### src/rtl/dds_pkg.sv
// Shared definitions for the DDS phase datapath.
// Default widths and the FTW shadow-register state type.
package dds_pkg;

    localparam int ACC_WIDTH_DEF = 32;
    localparam int OUT_WIDTH_DEF = 12;

    typedef enum logic {
        IDLE    = 1'b0,
        PENDING = 1'b1
    } ftw_state_t;

endpackage

### src/rtl/ftw_shadow.sv
// Double-buffered tuning word with valid/ready load handshake.
// Pending word is applied on the next edge or on the next accumulator wrap.
module ftw_shadow
    import dds_pkg::*;
#(
    parameter int ACC_WIDTH = ACC_WIDTH_DEF
) (
    input  logic                 clk,
    input  logic                 reset,
    input  logic [ACC_WIDTH-1:0] ftw,
    input  logic                 ftw_valid,
    output logic                 ftw_ready,
    input  logic                 update_on_wrap,
    input  logic                 carry,
    input  logic                 enable,
    input  logic                 sync_clear,
    output logic [ACC_WIDTH-1:0] ftw_active
);

    ftw_state_t           state;
    ftw_state_t           state_next;
    logic [ACC_WIDTH-1:0] ftw_pending;
    logic                 load_pending;
    logic                 apply;
    logic                 wrap_now;

    // A cleared cycle never counts as a wrap, even if the add would carry.
    assign wrap_now = carry && enable && !sync_clear;

    always_ff @(posedge clk or negedge reset) begin
        if (!reset) begin
            state       <= IDLE;
            ftw_pending <= '0;
            ftw_active  <= '0;
        end else begin
            state <= state_next;
            if (load_pending) begin
                ftw_pending <= ftw;
            end
            if (apply) begin
                ftw_active <= ftw_pending;
            end
        end
    end

    always_comb begin
        state_next   = state;
        load_pending = 1'b0;
        apply        = 1'b0;
        ftw_ready    = 1'b0;
        unique case (state)
            IDLE: begin
                ftw_ready = 1'b1;
                if (ftw_valid) begin
                    load_pending = 1'b1;
                    state_next   = PENDING;
                end
            end
            PENDING: begin
                if (!update_on_wrap || wrap_now) begin
                    apply      = 1'b1;
                    state_next = IDLE;
                end
            end
        endcase
    end

endmodule

### src/rtl/phase_accumulator.sv
// N-bit DDS phase accumulator with programmable FTW and phase offset.
// Emits a truncated, registered phase word two cycles after enable.
module phase_accumulator
    import dds_pkg::*;
#(
    parameter int ACC_WIDTH = ACC_WIDTH_DEF,
    parameter int OUT_WIDTH = OUT_WIDTH_DEF
) (
    input  logic                 clk,
    input  logic                 reset,
    input  logic                 enable,
    input  logic                 sync_clear,
    input  logic [ACC_WIDTH-1:0] ftw,
    input  logic                 ftw_valid,
    output logic                 ftw_ready,
    input  logic                 update_on_wrap,
    input  logic [ACC_WIDTH-1:0] phase_offset,
    output logic [OUT_WIDTH-1:0] phase_out,
    output logic                 phase_valid,
    output logic                 wrap
);

    logic [ACC_WIDTH-1:0] acc;
    logic [ACC_WIDTH-1:0] ftw_active;
    logic [ACC_WIDTH-1:0] offset_phase;
    logic [ACC_WIDTH:0]   sum;
    logic                 carry;
    logic                 carry_q;
    logic                 en_q;

    assign sum          = {1'b0, acc} + {1'b0, ftw_active};
    assign carry        = sum[ACC_WIDTH];
    assign offset_phase = acc + phase_offset;

    ftw_shadow #(
        .ACC_WIDTH (ACC_WIDTH)
    ) u_shadow (
        .clk            (clk),
        .reset          (reset),
        .ftw            (ftw),
        .ftw_valid      (ftw_valid),
        .ftw_ready      (ftw_ready),
        .update_on_wrap (update_on_wrap),
        .carry          (carry),
        .enable         (enable),
        .sync_clear     (sync_clear),
        .ftw_active     (ftw_active)
    );

    // carry_q only marks enabled overflowing steps, so wrap stays one cycle.
    always_ff @(posedge clk or negedge reset) begin
        if (!reset) begin
            acc     <= '0;
            carry_q <= 1'b0;
            en_q    <= 1'b0;
        end else begin
            en_q <= enable && !sync_clear;
            if (sync_clear) begin
                acc     <= '0;
                carry_q <= 1'b0;
            end else if (enable) begin
                acc     <= sum[ACC_WIDTH-1:0];
                carry_q <= carry;
            end else begin
                carry_q <= 1'b0;
            end
        end
    end

    always_ff @(posedge clk or negedge reset) begin
        if (!reset) begin
            phase_out   <= '0;
            phase_valid <= 1'b0;
            wrap        <= 1'b0;
        end else begin
            phase_out   <= offset_phase[ACC_WIDTH-1 -: OUT_WIDTH];
            phase_valid <= en_q;
            wrap        <= carry_q;
        end
    end

endmodule

### config.mk
export PLATFORM = sky130hd
export DESIGN_NAME = phase_accumulator
export DESIGN_NICKNAME = d
export VERILOG_FILES = /design/src/rtl/dds_pkg.sv /design/src/rtl/ftw_shadow.sv /design/src/rtl/phase_accumulator.sv
export SDC_FILE = /design/constraint.sdc
export NUM_CORES = 1
export LEC_CHECK = 0
export CAP_MARGIN = 10
export CORE_ASPECT_RATIO = 1.25
export CORE_MARGIN = 1.5
export CORE_UTILIZATION = 55
export CTS_CLUSTER_DIAMETER = 100
export DETAILED_ROUTE_END_ITERATION = 10
export GPL_TIMING_DRIVEN = 0
export PLACE_DENSITY = 0.76
export SYNTH_ARGS = -nofsm -noshare
export SYNTH_HDL_FRONTEND = slang
export SYNTH_SLANG_ARGS = --single-unit
### constraint.sdc
create_clock -name clk -period 6.8 [get_ports clk]
set_clock_uncertainty 0.15 [all_clocks]
set_input_delay 0.68 -clock clk [delete_from_list [all_inputs] [get_ports clk]]
set_output_delay 0.68 -clock clk [all_outputs]
set_load 0.02 [all_outputs]
After elaboration in Yosys (flattened, before gate mapping). Index checks and enable logic that the tools add are counted.

Add/sub/neg operators: 2. Multiplexer cells: 11. Bitwise gates (word level): 1. Reductions and logical operators: 7.

Operator list (number): $mux W32 (2); $add A32 B32 Y33 (1); $add A32 B32 Y32 (1); $mux W1 (8); $logic_and A1 B1 Y1 (3); $logic_not A1 Y1 (2); $pmux W1 S2 (1); $reduce_bool A2 Y1 (1); $logic_or A1 B1 Y1 (1); $not A1 Y1 (1).

Bits in registers: 113. Bits of input ports: 70. Output and inout bits: 15. Logic and storage cells: 30.

Logic depth before layout (Yosys ltp). Gate-level depths: netlist (run 1).

Depth after elaboration: 6. Mapped depth: 10.

By module. From an unflattened synthesis (run 1), not the netlist that was laid out.

Cells, all modules: 673. Area total of the unflattened synthesis: 6979.2 um2.

By module, submodules not included: phase_accumulator (times used 1, cells an instance 531, area an instance 4516.8 um2, seq. area each 1201.2 um2); ftw_shadow (times used 1, cells an instance 142, area an instance 2462.4 um2, seq. area each 1626.6 um2).

Worst setup path before layout (run 1). OpenSTA, ideal clock, no wires.

Kind: reg2reg. Start point: reg acc[0]. End point: reg u_shadow.ftw_active[10]. Setup time: 125 ps. Arrival time: 2573 ps. Data required time: 6525 ps. Setup slack: 3952 ps. Cell stages (with the launch flop): 11. Cell sequence: dfrtp_1 -> ha_1 -> fa_1 -> a21oi_1 -> nor2_1 -> o31ai_2 -> nand3_2 -> and3_1 -> a21oi_4 -> buf_6 -> mux2_4.

Word-level cells in the longest chain between the ends: 6.

Ends and longest elaborated chain: start, declared (RTL line phase_accumulator.sv:23) `logic [ACC_WIDTH-1:0] acc;`; start signal, assigned (RTL line phase_accumulator.sv:62) `acc <= sum[ACC_WIDTH-1:0];`; $add A32 B32 Y33 (RTL line phase_accumulator.sv:31) `assign sum = {1'b0, acc} + {1'b0, ftw_active};`; $logic_and A1 B1 Y1 (2 in a row) (RTL line ftw_shadow.sv:28) `assign wrap_now = carry && enable && !sync_clear;`; $logic_or A1 B1 Y1 (RTL line ftw_shadow.sv:60) `if (!update_on_wrap || wrap_now) begin`; $mux W1 (RTL line ftw_shadow.sv:60); $mux W1 (RTL line ftw_shadow.sv:51) `unique case (state)`; end signal, assigned (RTL line ftw_shadow.sv:41) `ftw_active <= ftw_pending;`; end, declared (RTL line ftw_shadow.sv:17) `output logic [ACC_WIDTH-1:0] ftw_active`.

No other way between the ends. A chain may end at the register's enable or synchronous reset.

Worst setup path in the final report (run 1).
Start point: reg u_shadow.ftw_active[0]. End point: reg u_shadow.ftw_active[26].

Word-level cells in the longest chain between the ends: 6.

Ends and longest elaborated chain (RTL line): $add A32 B32 Y33 (phase_accumulator.sv:31); $logic_and A1 B1 Y1 (2 in a row) (ftw_shadow.sv:28); $logic_or A1 B1 Y1 (ftw_shadow.sv:60); $mux W1 (ftw_shadow.sv:60); $mux W1 (ftw_shadow.sv:51).

No other way between the ends.

==> metrics, run 1 <==
EDFF count, synth 0; maximum VDD drop 0.3275 mV; clk slew on worst S/H paths 50 ps; Post-Syn Area per Cell 10.22 sq um; first-pass GRT wire length 30.79 mm; clk root buf clkbuf_16; Initial Util 56.73%; Design Area, Final 8976 sq um; reg-to-reg endpoint u_shadow.ftw_active[26]; global route overflow 0; DP HPWL 14.57 mm; Pleak 0.004094 uW; Critical Path AT 3530 ps; Placed Instance Area 8314 sq um; postcts setup bufs 0; Post-Syn Nets 842; DIE HEIGHT 131.4 um; Reg2Reg Depth 10; post-CTS sizing 0; GRT Overall Usage 28.49%; CTS tree done; Cell Area, Synth 7248 sq um; initial antenna violation count 0; wirelength, routed 18.88 mm; worst hold margin 92.95 ps; cell count after synthesis 709; Max Cap Viol 0; CTS Buf Count 17; ys async rst share 100.0%; Netlist cell types 60; worst reg2reg setup slack 3420 ps; DR WL/cell 19.03 um; fin. max-slew vios 0; number of port buffers 83; vias in the first global route 6229; reg2reg start u_shadow.ftw_active[0]; DR vias 5990; Setup crit end kind register; Max Fclk 0.2962 GHz; clock sinks 113; crit-path max FO 10; Final Hold Vio Count 0; Yosys top cell area share 39.01%; diodes inserted 0; Die Wd 105.7 um; minimum clock period 3376 ps; register area share after synthesis 39.01%; power per cell area 501.2 nW/um^2; top cells by instance count after synthesis 113 x dfrtp_1, 62 x ha_1, 56 x a21oi_1; Final ANT Viol Nets 0; H-Tree Depth 4; Syn-to-layout area delta 23.84%; run status complete, no violations; setup tns final 0 ps; DR pass1 iterations 4; crit path kind register to register; DRT iter0 DRCs 303; Yosys warnings 0; CTS Hold Buffers Added 0; io pins 85; max_slew headroom 40.03%; routability congestion estimate 0.9714; die area 13880 sq um; RSZ-0062 raised after global routing false; worst-margin pin slew 894.2 ps; pin count of the biggest net entering global routing 73; Max clock buf depth 2; hold crit path type primary input to asynchronous set/reset pin; final setup violation count 0; worst-skew pair later-pin latency 420 ps; CORE AREA 12780 sq um; ys flop type dfrtp_1; vias per inst 6.038; Layout Nets 945; Residual DRC 0; area leader, netlist dfrtp_1; Worst setup SP type register; most common cell in the synthesized netlist dfrtp_1; Synth area leaders dfrtp_1 39%, ha_1 11%, mux2_4 6.2%; Crit. Startpoint u_shadow.ftw_active[0]; Core Util, Final 70.25%; share of layout cells above drive strength 1 14.08%; CP required 6950 ps; Placement Rows 46; flops & latches, synth 113; Final period util 49.65%; Tot Pwr 4498 uW
sequential cells by signal (all words and copies together), names as in the netlist:
| signal | count |
|---|---|
| acc | 32 |
| carry_q | 1 |
| en_q | 1 |
| phase_out | 12 |
| phase_valid | 1 |
| u_shadow.ftw_active | 32 |
| u_shadow.ftw_pending | 32 |
| u_shadow.state | 1 |
| wrap | 1 |
layer usage:
layer / GRT usage (%) / vias to the layer above / share of wire [%]
li1: - / 2850 / -
met1: 31.96 / 2920 / 40
met2: 51.73 / 168 / 53
met3: 5.456 / 52 / 3.8
met4: 12.61 / 0 / 3.1
met5: 0 / - / 0
metrics by stage:
stage / cells / worst slack, ps
2_1_floorplan: 709 / 3952
3_5_place_dp: 961 / 3387
3_3_place_gp: 960 / 766.0
6_report: 992 / 3424
5_1_grt: 992 / 3320
4_1_cts: 992 / 3416
how the worst max path moves through the flow:
stage	end	slack (ps)	cells after the start
after floorplan	u_shadow.ftw_active[10]	3950	10
after global placement	u_shadow.ftw_active[13]	770	1
after detailed placement	phase_out[11]	3390	9
after CTS	u_shadow.ftw_active[29]	3420	10
after global routing	u_shadow.ftw_active[26]	3320	10
final	u_shadow.ftw_active[26]	3420	10
kinds of logic after synthesis:
logic type	count (synthesis)	share of synthesized area [%]
XOR/XNOR	37	4.471
AND/OR/NAND/NOR	179	11.76
buffers and inverters	39	2.451
AO/OA/AOI/OAI	203	18.32
flip-flops	113	39.01
adder cells (fa/ha/maj)	63	10.98
multiplexers	75	13.02
where the power goes:
group          total (uW)  switching (uW)  internal, uW
logic                2340            1300          1030
clock network         992             306           686
registers            1170             224           946
total                4500            1830          2660
critical path, stage by stage, from the launching register on:
cell,delay (ps)
dfrtp_1,430
ha_1,230
fa_1,410
a21oi_1,190
nor2_1,130
o31ai_2,460
nand3_2,210
and3_1,230
a21oi_4,250
buf_6,240
mux2_4,320
cell usage in the layout (no fill, tap or decap), drive strengths merged, types with 7 or more instances in the layout:
cell	instances
xor2	13
nand3	22
clkdlybuf4s50	82
clkbuf	36
inv	14
a21oi	59
a211o	7
nand2	53
mux2i	11
nor3	13
o21bai	9
buf	13
nand4	10
a21o	17
o21ai	50
a211oi	10
o21a	8
nor2	44
nor2b	9
ha	62
mux2	64
dfrtp	113
xnor2	24
a31oi	8
final cells by class:
cell class	instances	area, sq um
Buffer	25	125.1
Clock buffer	22	484.2
Clock inverter	9	177.7
Fill cell	968	3801
Inverter	14	52.55
Multi-Input combinational cell	557	4243
Sequential cell	113	2828
Tap cell	168	210.2
Timing Repair Buffer	84	855.8
Power figures use the tool's default switching activity.
==> run 2: changes to the inputs <==
--- a/config.mk
+++ b/config.mk
@@ -8,11 +8,11 @@
 export CAP_MARGIN = 10
 export CORE_ASPECT_RATIO = 1.25
 export CORE_MARGIN = 1.5
-export CORE_UTILIZATION = 55
+export CORE_UTILIZATION = 52
 export CTS_CLUSTER_DIAMETER = 100
 export DETAILED_ROUTE_END_ITERATION = 10
 export GPL_TIMING_DRIVEN = 0
-export PLACE_DENSITY = 0.76
+export PLACE_DENSITY = 0.75
 export SYNTH_ARGS = -nofsm -noshare
 export SYNTH_HDL_FRONTEND = slang
 export SYNTH_SLANG_ARGS = --single-unit
==> constraint.sdc (replaced) <==
create_clock -name clk -period 2.9 [get_ports clk]
set_clock_uncertainty 0.15 [all_clocks]
set_input_delay 0.29 -clock clk [delete_from_list [all_inputs] [get_ports clk]]
set_output_delay 0.29 -clock clk [all_outputs]
set_load 0.02 [all_outputs]
==> run 2 against run 1 <==
Critical path type unchanged. Combinational power grew 140%. Wire length is the same. Register-to-register slack lost 3400 ps. Final cell count grew 1.8%. Hold slack gained 13 ps. Global-route usage shrank 2.0 points. Sequential cell count is the same. Power grew 140%. Critical path depth grew 1.
==> metrics, run 2 (synthesis gave the netlist of run 1 again) <==
number of port buffers 83; DIE HEIGHT 135 um; wirelength, routed 18.88 mm; clk root buf clkbuf_16; minimum clock period 2883 ps; Final ANT Viol Nets 0; crit path kind register to register; maximum VDD drop 0.6576 mV; Top Registers acc x32, u_shadow.ftw_active x32, u_shadow.ftw_pending x32; H-Tree Depth 4; DR pass1 iterations 5; crit-path leading delay family compound AO/OA/AOI/OAI gates; diodes inserted 0; Setup crit end kind register; Crit path buffers/inverters 3; clk slew on worst S/H paths 50 ps; die area 14660 sq um; vias per inst 5.946; RSZ-0062 raised after global routing true; Layout Nets 955; routability congestion estimate 0.8892; DRT iter0 DRCs 344; worst-skew pair later-pin latency 420 ps; vias in the first global route 5882; GRT Overall Usage 26.50%; Syn-to-layout area delta 28.05%; Placed Instance Area 8323 sq um; Critical Path AT 3030 ps; DR vias 6005; hold crit path type primary input to register; global route overflow 0; CTS tree done; pin count of the biggest net entering global routing 73; Worst setup SP type register; clock sinks 113; Largest stage delay, worst path 430 ps; Die Wd 108.6 um; CTS Buf Count 17; Max Fclk 0.3468 GHz; first-pass GRT wire length 29.47 mm; most frequent cells in the layout 112 x dfrtp_1, 82 x clkdlybuf4s50_1, 55 x ha_1, 53 x nand2_1, 49 x a21oi_1; DP HPWL 14.31 mm; Design Area, Final 9281 sq um; final setup violation count 0; CP cell instances ha_1 > clkbuf_4 > nand4_1 > a2111oi_4 > o31ai_4 > nand3_2 > and3_4 > a21oi_4 > buf_12 > clkbuf_16 > mux2_4; max_slew headroom 40.06%; Max clock buf depth 2; Tot Pwr 10680 uW; Final Hold Vio Count 0; DR WL/cell 18.69 um; Final period util 99.42%; io pins 85; initial antenna violation count 0; CORE AREA 13690 sq um; worst-margin pin slew 895.8 ps; Pleak 0.004190 uW; crit-path max FO 9; run status complete, no violations; worst hold margin 105.6 ps; Initial Util 52.93%; most common cell after layout, fill and taps aside dfrtp_1; power per cell area 1151 nW/um^2; Placement Rows 48; fin. max-slew vios 0; share of layout cells above drive strength 1 18.56%; fillcell total 1089; CP required 3050 ps; Residual DRC 0; Max Cap Viol 0; Critical-path top delay cell dfrtp_1
[run 2: cell count changes in the layout (fill, tap and decap cells not counted), moves of 5 or more]
cell,before,now
a21oi_1,56,49
a21oi_2,2,7
buf_4,1,9
clkbuf_1,15,10
ha_1,62,55
ha_2,0,7
[run 2: final timing paths]
kind	depth (start not counted)	end	start	slack [ps]
max in group asynchronous	3	acc[22]	reset	1600
setup / recovery	11	u_shadow.ftw_active[20]	acc[11]	20
min in group asynchronous	2	phase_out[3]	reset	250
setup reg to reg	11	u_shadow.ftw_active[20]	acc[11]	20
hold / removal	3	acc[27]	enable	110
hold reg to reg	0	wrap	carry_q	200
[run 2: per-stage QoR]
step	setup WS (ps)	TNS, ps	instances	util, %
floorplan	52.29	0	709	-
global placement	-2766	-326550	967	60.60
detailed placement	-522.1	-16170	968	60.78
CTS	13.33	0	1005	66.26
global route	-59.17	-1399	1010	67.78
finish	16.70	0	1010	67.78
[run 2: report_power, final]
part / internal (uW) / total [uW] / switching, uW
Sequential: 2220 / 2750 / 528
Clock: 1480 / 2230 / 753
Combinational: 2600 / 5700 / 3100
[run 2: tightest hold or removal path, delay by kind of cell]
| family | cells | cell delay, ps |
|---|---|---|
| simple gates | 1 | 120 |
| buf+inv | 1 | 170 |
| compound gates | 1 | 50 |
[run 2: timing repair]
item | in CTS | in global routing
gates cloned | 0 | 3
setup endpoints to repair | 34 | 41
resized for setup | 11 | 30
hold buffers | 1 | 0
pin swaps | 3 | 5
hold endpoints to repair | 41 | 0
setup buffers | 6 | 4
[run 2: layout make-up]
cell class,count,area [sq um],area share [%]
clock buffer,19,452.9,4.880
tap,175,219.0,2.359
buffer,21,141.4,1.523
timing repair buffer,98,1032,11.12
sequential,113,2829,30.48
clock inverter,13,185.2,1.995
multi-input combinational,557,4369,47.07
inverter,14,52.55,0.5662
[run 2: layer usage]
metal	track usage [%]	up-vias	routed length, um
li1	-	2873	-
met1	32.89	2925	8106
met2	43.78	164	9383
met3	5.261	43	822
met4	12.87	0	564
met5	0	-	0
==> RTL edit 1, RTL diff (config.mk and constraints of run 2) <==
Reset style: synchronous (`reset`), changed in 3 clocked blocks.
--- a/src/rtl/ftw_shadow.sv
+++ b/src/rtl/ftw_shadow.sv
@@ -27,7 +27,7 @@
     // A cleared cycle never counts as a wrap, even if the add would carry.
     assign wrap_now = carry && enable && !sync_clear;
 
-    always_ff @(posedge clk or negedge reset) begin
+    always_ff @(posedge clk) begin
         if (!reset) begin
             state       <= IDLE;
             ftw_pending <= '0;
--- a/src/rtl/phase_accumulator.sv
+++ b/src/rtl/phase_accumulator.sv
@@ -48,7 +48,7 @@
     );
 
     // carry_q only marks enabled overflowing steps, so wrap stays one cycle.
-    always_ff @(posedge clk or negedge reset) begin
+    always_ff @(posedge clk) begin
         if (!reset) begin
             acc     <= '0;
             carry_q <= 1'b0;
@@ -67,7 +67,7 @@
         end
     end
 
-    always_ff @(posedge clk or negedge reset) begin
+    always_ff @(posedge clk) begin
         if (!reset) begin
             phase_out   <= '0;
             phase_valid <= 1'b0;
Check against the original RTL: differs if reset is asserted again (counterexample within 4 cycles, from zero or initial values and one cycle with reset low); with reset held inactive, the same outputs for 4 cycles.
==> RTL edit 1 against run 2 <==
- the run now ends with negative setup slack left
- wire length shrank 4.1%
- sequential share of layout area is 3.4 points lower
- hold slack gained 0.15 ns
- area after synthesis shrank 10%
- die area shrank 9.8%
- design area fell by 9.7%
- worst setup slack got worse by 0.22 ns
- synthesized cell count is 12% higher
- sequential cell count unchanged
- critical path type unchanged
- largest cell class unchanged
Power is not compared: it rests on default switching activity, and its combinational part moved more than twofold at a synthesized area within 25%.
==> RTL edit 1: results (changes against run 2) <==
HPWL Detailed 14,000 microns (-2.1%); Post-Synthesis Cells 793 (+12%); synth cell count leaders 164 x nand2_1, 113 x dfxtp_1, 89 x a21oi_1; slowest stage cell on the critical path or3_4; status complete, but fails checks; filler cell count 1,049 (-3.7%); reg2reg path depth 12 (+1); Synth cell types 58 (-3.3%); via/cell ratio 5.62 (-5.5%); top cells by area, synth dfxtp_1 35%, ha_1 12%, nand2_1 9.4%; Placer Congestion 0.931 (+4.7%); setup bufs post-CTS 8 (+2); DP Worst Slack -0.447 ns (+0.0749 ns); number of global-route vias before repair 5,834 (-0.82%); Synth Flop Type dfxtp_1; P_leak about 3.5 nW; global-route wire length before repair 28,500 microns (-3.3%); worst stage delay on the critical path 0.36 ns (-0.07 ns); NumNets Final 1,035 (+8.4%); post-synthesis sequential area ratio 34.7% (-4.3 points); final worst slack -0.205 ns (-0.222 ns); Worst Hold Slack 0.251 ns (+0.145 ns); Port Buffers 82 (-1.2%); Starting DRT DRC Count 408 (+19%); Slew HR 38.1% (-1.9 points); share of layout cells above drive strength 1 7.66% (-11 points); CP arrival 3.26 ns (+0.23 ns); failing checks negative setup slack; Clk pwr share 51.9%; Post-DP Area 7550 sq um (-9.3%); Critical Path Fanout Max 10 (+1); DRT Wirelength 18,100 microns (-4.1%); fin util 68.6% (+0.85 points); setup tns final -5.50 ns (-5.50 ns); largest net degree at the start of global routing 17 (-77%); Setup-failing EPs final 33 (+33); WHS Endpoint acc[2]$_SDFFE_PP0P_; beginning of the worst hold path enable
==> RTL edit 1: cells by family after synthesis <==
family                   synth area share (%)
XOR/XNOR                                 3.49
AO/OA/AOI/OAI                            19.7
AND/OR/NAND/NOR                          19.1
adder cells (fa/ha/maj)                  12.2
flip-flops                               34.7
buffers and inverters                    3.40
multiplexers                             7.37
==> RTL edit 1: cell type report <==
type | instances | area share [%]
multi-input combinational | 629 | 49.6
buffer | 33 | 2.15
timing repair buffer | 91 | 10.6
clock buffer | 20 | 5.57
sequential | 113 | 27.0
clock inverter | 11 | 1.84
tap | 164 | 2.45
inverter | 17 | 0.761
==> RTL edit 1: routing by layer <==
| metal | vias to the layer above | track usage (%) | wire length [microns] |
|---|---|---|---|
| met5 | - | 0 | 0 |
| met4 | 0 | 9.78 | 346 |
| met3 | 28 | 5.18 | 866 |
| met2 | 165 | 47.4 | 8610 |
| met1 | 2815 | 36.5 | 8280 |
| li1 | 3049 | - | - |
==> RTL edit 2, RTL diff (flow settings as in run 2) <==
Without the edit above. `OUT_WIDTH_DEF`: 12 -> 14.
--- a/src/rtl/dds_pkg.sv
+++ b/src/rtl/dds_pkg.sv
@@ -3,7 +3,7 @@
 package dds_pkg;
 
     localparam int ACC_WIDTH_DEF = 32;
-    localparam int OUT_WIDTH_DEF = 12;
+    localparam int OUT_WIDTH_DEF = 14;
 
     typedef enum logic {
         IDLE    = 1'b0,
Interface: changed (resized phase_out); port bits go from 85 to 87. The function was not compared with the original's and may differ.
==> RTL edit 2 against run 2 <==
- the run now ends with negative setup slack left
- core utilization is 1.3 points higher
- power is 22% higher
- critical path depth stayed put
- area after synthesis is 11% higher
- sequential cell count is 2 higher
- worst setup slack worse by 0.078 ns
- cell count is 14% higher
- wire length is 16% higher
- design area is 12% higher
- sequential power is 8.7% higher
- non-clock buffer count is 53 higher
- highest routed layer unchanged
==> RTL edit 2: results (changes against run 2) <==
Setup-failing EPs final 30 (+30); slowest stage cell on the critical path dfrtp_2; CP Launch Point u_shadow.ftw_active[0]$_DFFE_PN0P_; failing checks negative setup slack; post-synthesis adder-cell area fraction 9.92% (-1.1 points); net count after synthesis 956 (+14%); Tot Pwr 13.0 mW (+22%); status complete, but fails checks; setup bufs post-CTS 9 (+3); HPWL Detailed 15,300 microns (+6.6%); final worst slack -0.0615 ns (-0.0782 ns); synth cell count leaders 115 x dfrtp_1, 83 x a21oi_1, 62 x ha_1; Port Buffers 86 (+3.6%); Synth Area in Compound Gates 25.1% (+6.7 points); Post-Synth XOR/XNOR Area 3.50% (-0.98 points); GR Layer Usage met1 31.6% (-1.3 points); number of global-route vias before repair 6,992 (+19%); filler cell count 1,136 (+4.3%); Avg Inst Size Synth 9.74 sq um (-4.7%); crit share post-route 102% (+2.7 points); DRT Wirelength 21,900 microns (+16%); DR WL met2 11,200 microns (+19%); Critical Path Fanout Max 10 (+1); P_leak 4.36 nW (+4.0%); multiplexer area fraction after synthesis 6.87% (-6.2 points); Seq pwr share 23.0% (-2.7 points); GR Util met3 3.67% (-1.6 points); Metal-1 WL 8660 microns (+6.8%); DP Worst Slack -0.481 ns (+0.0406 ns); post-synthesis sequential area ratio 35.9% (-3.1 points); Starting DRT DRC Count 592 (+72%); cts repair resizes 22 (+11); top cells by area, synth dfrtp_1 36%, ha_1 9.7%, a21oi_1 5.2%; worst stage delay on the critical path 0.45 ns (+0.02 ns); Post-DP Area 9140 sq um (+9.8%); worst hold path type in -> async; Peak VDD IR 0.000754 V (+15%); Worst Hold Slack 0.151 ns (+0.0454 ns); Clk. pwr 2.17 mW (-3%); WL met3 1070 microns (+31%); Worst R2R End u_shadow.ftw_active[1]$_DFFE_PN0P_
RTL edit 2: cell count changes after synthesis, sizes merged, moves of 10 or more:
cell	change
mux2	-32
a21oi	+27
nand4	+31
o2111ai	+33
o21ai	-26
nand3	+23
nand2	-18
a21o	+15
clkbuf	+28
a32o	+32
nor2	+10
RTL edit 2: kinds of logic (layout without fill, tap and decap cells):
logic type / count (synthesis) / after routing
compound gates: 271 / 271
simple gates: 215 / 215
flops: 115 / 115
buf+inv: 76 / 220
fa+ha+maj: 63 / 63
mux: 51 / 51
xor+xnor: 32 / 32
RTL edit 2: area by class of cell:
| type | count | area (sq um) | share of cell area (%) |
|---|---|---|---|
| Timing Repair Buffer | 114 | 1090 | 10.6 |
| Tap cell | 182 | 228 | 2.20 |
| Sequential cell | 115 | 2890 | 27.8 |
| Clock buffer | 20 | 457 | 4.40 |
| Inverter | 17 | 63.8 | 0.615 |
| Clock inverter | 11 | 155 | 1.50 |
| Multi-Input combinational cell | 632 | 5120 | 49.4 |
| Buffer | 58 | 367 | 3.53 |
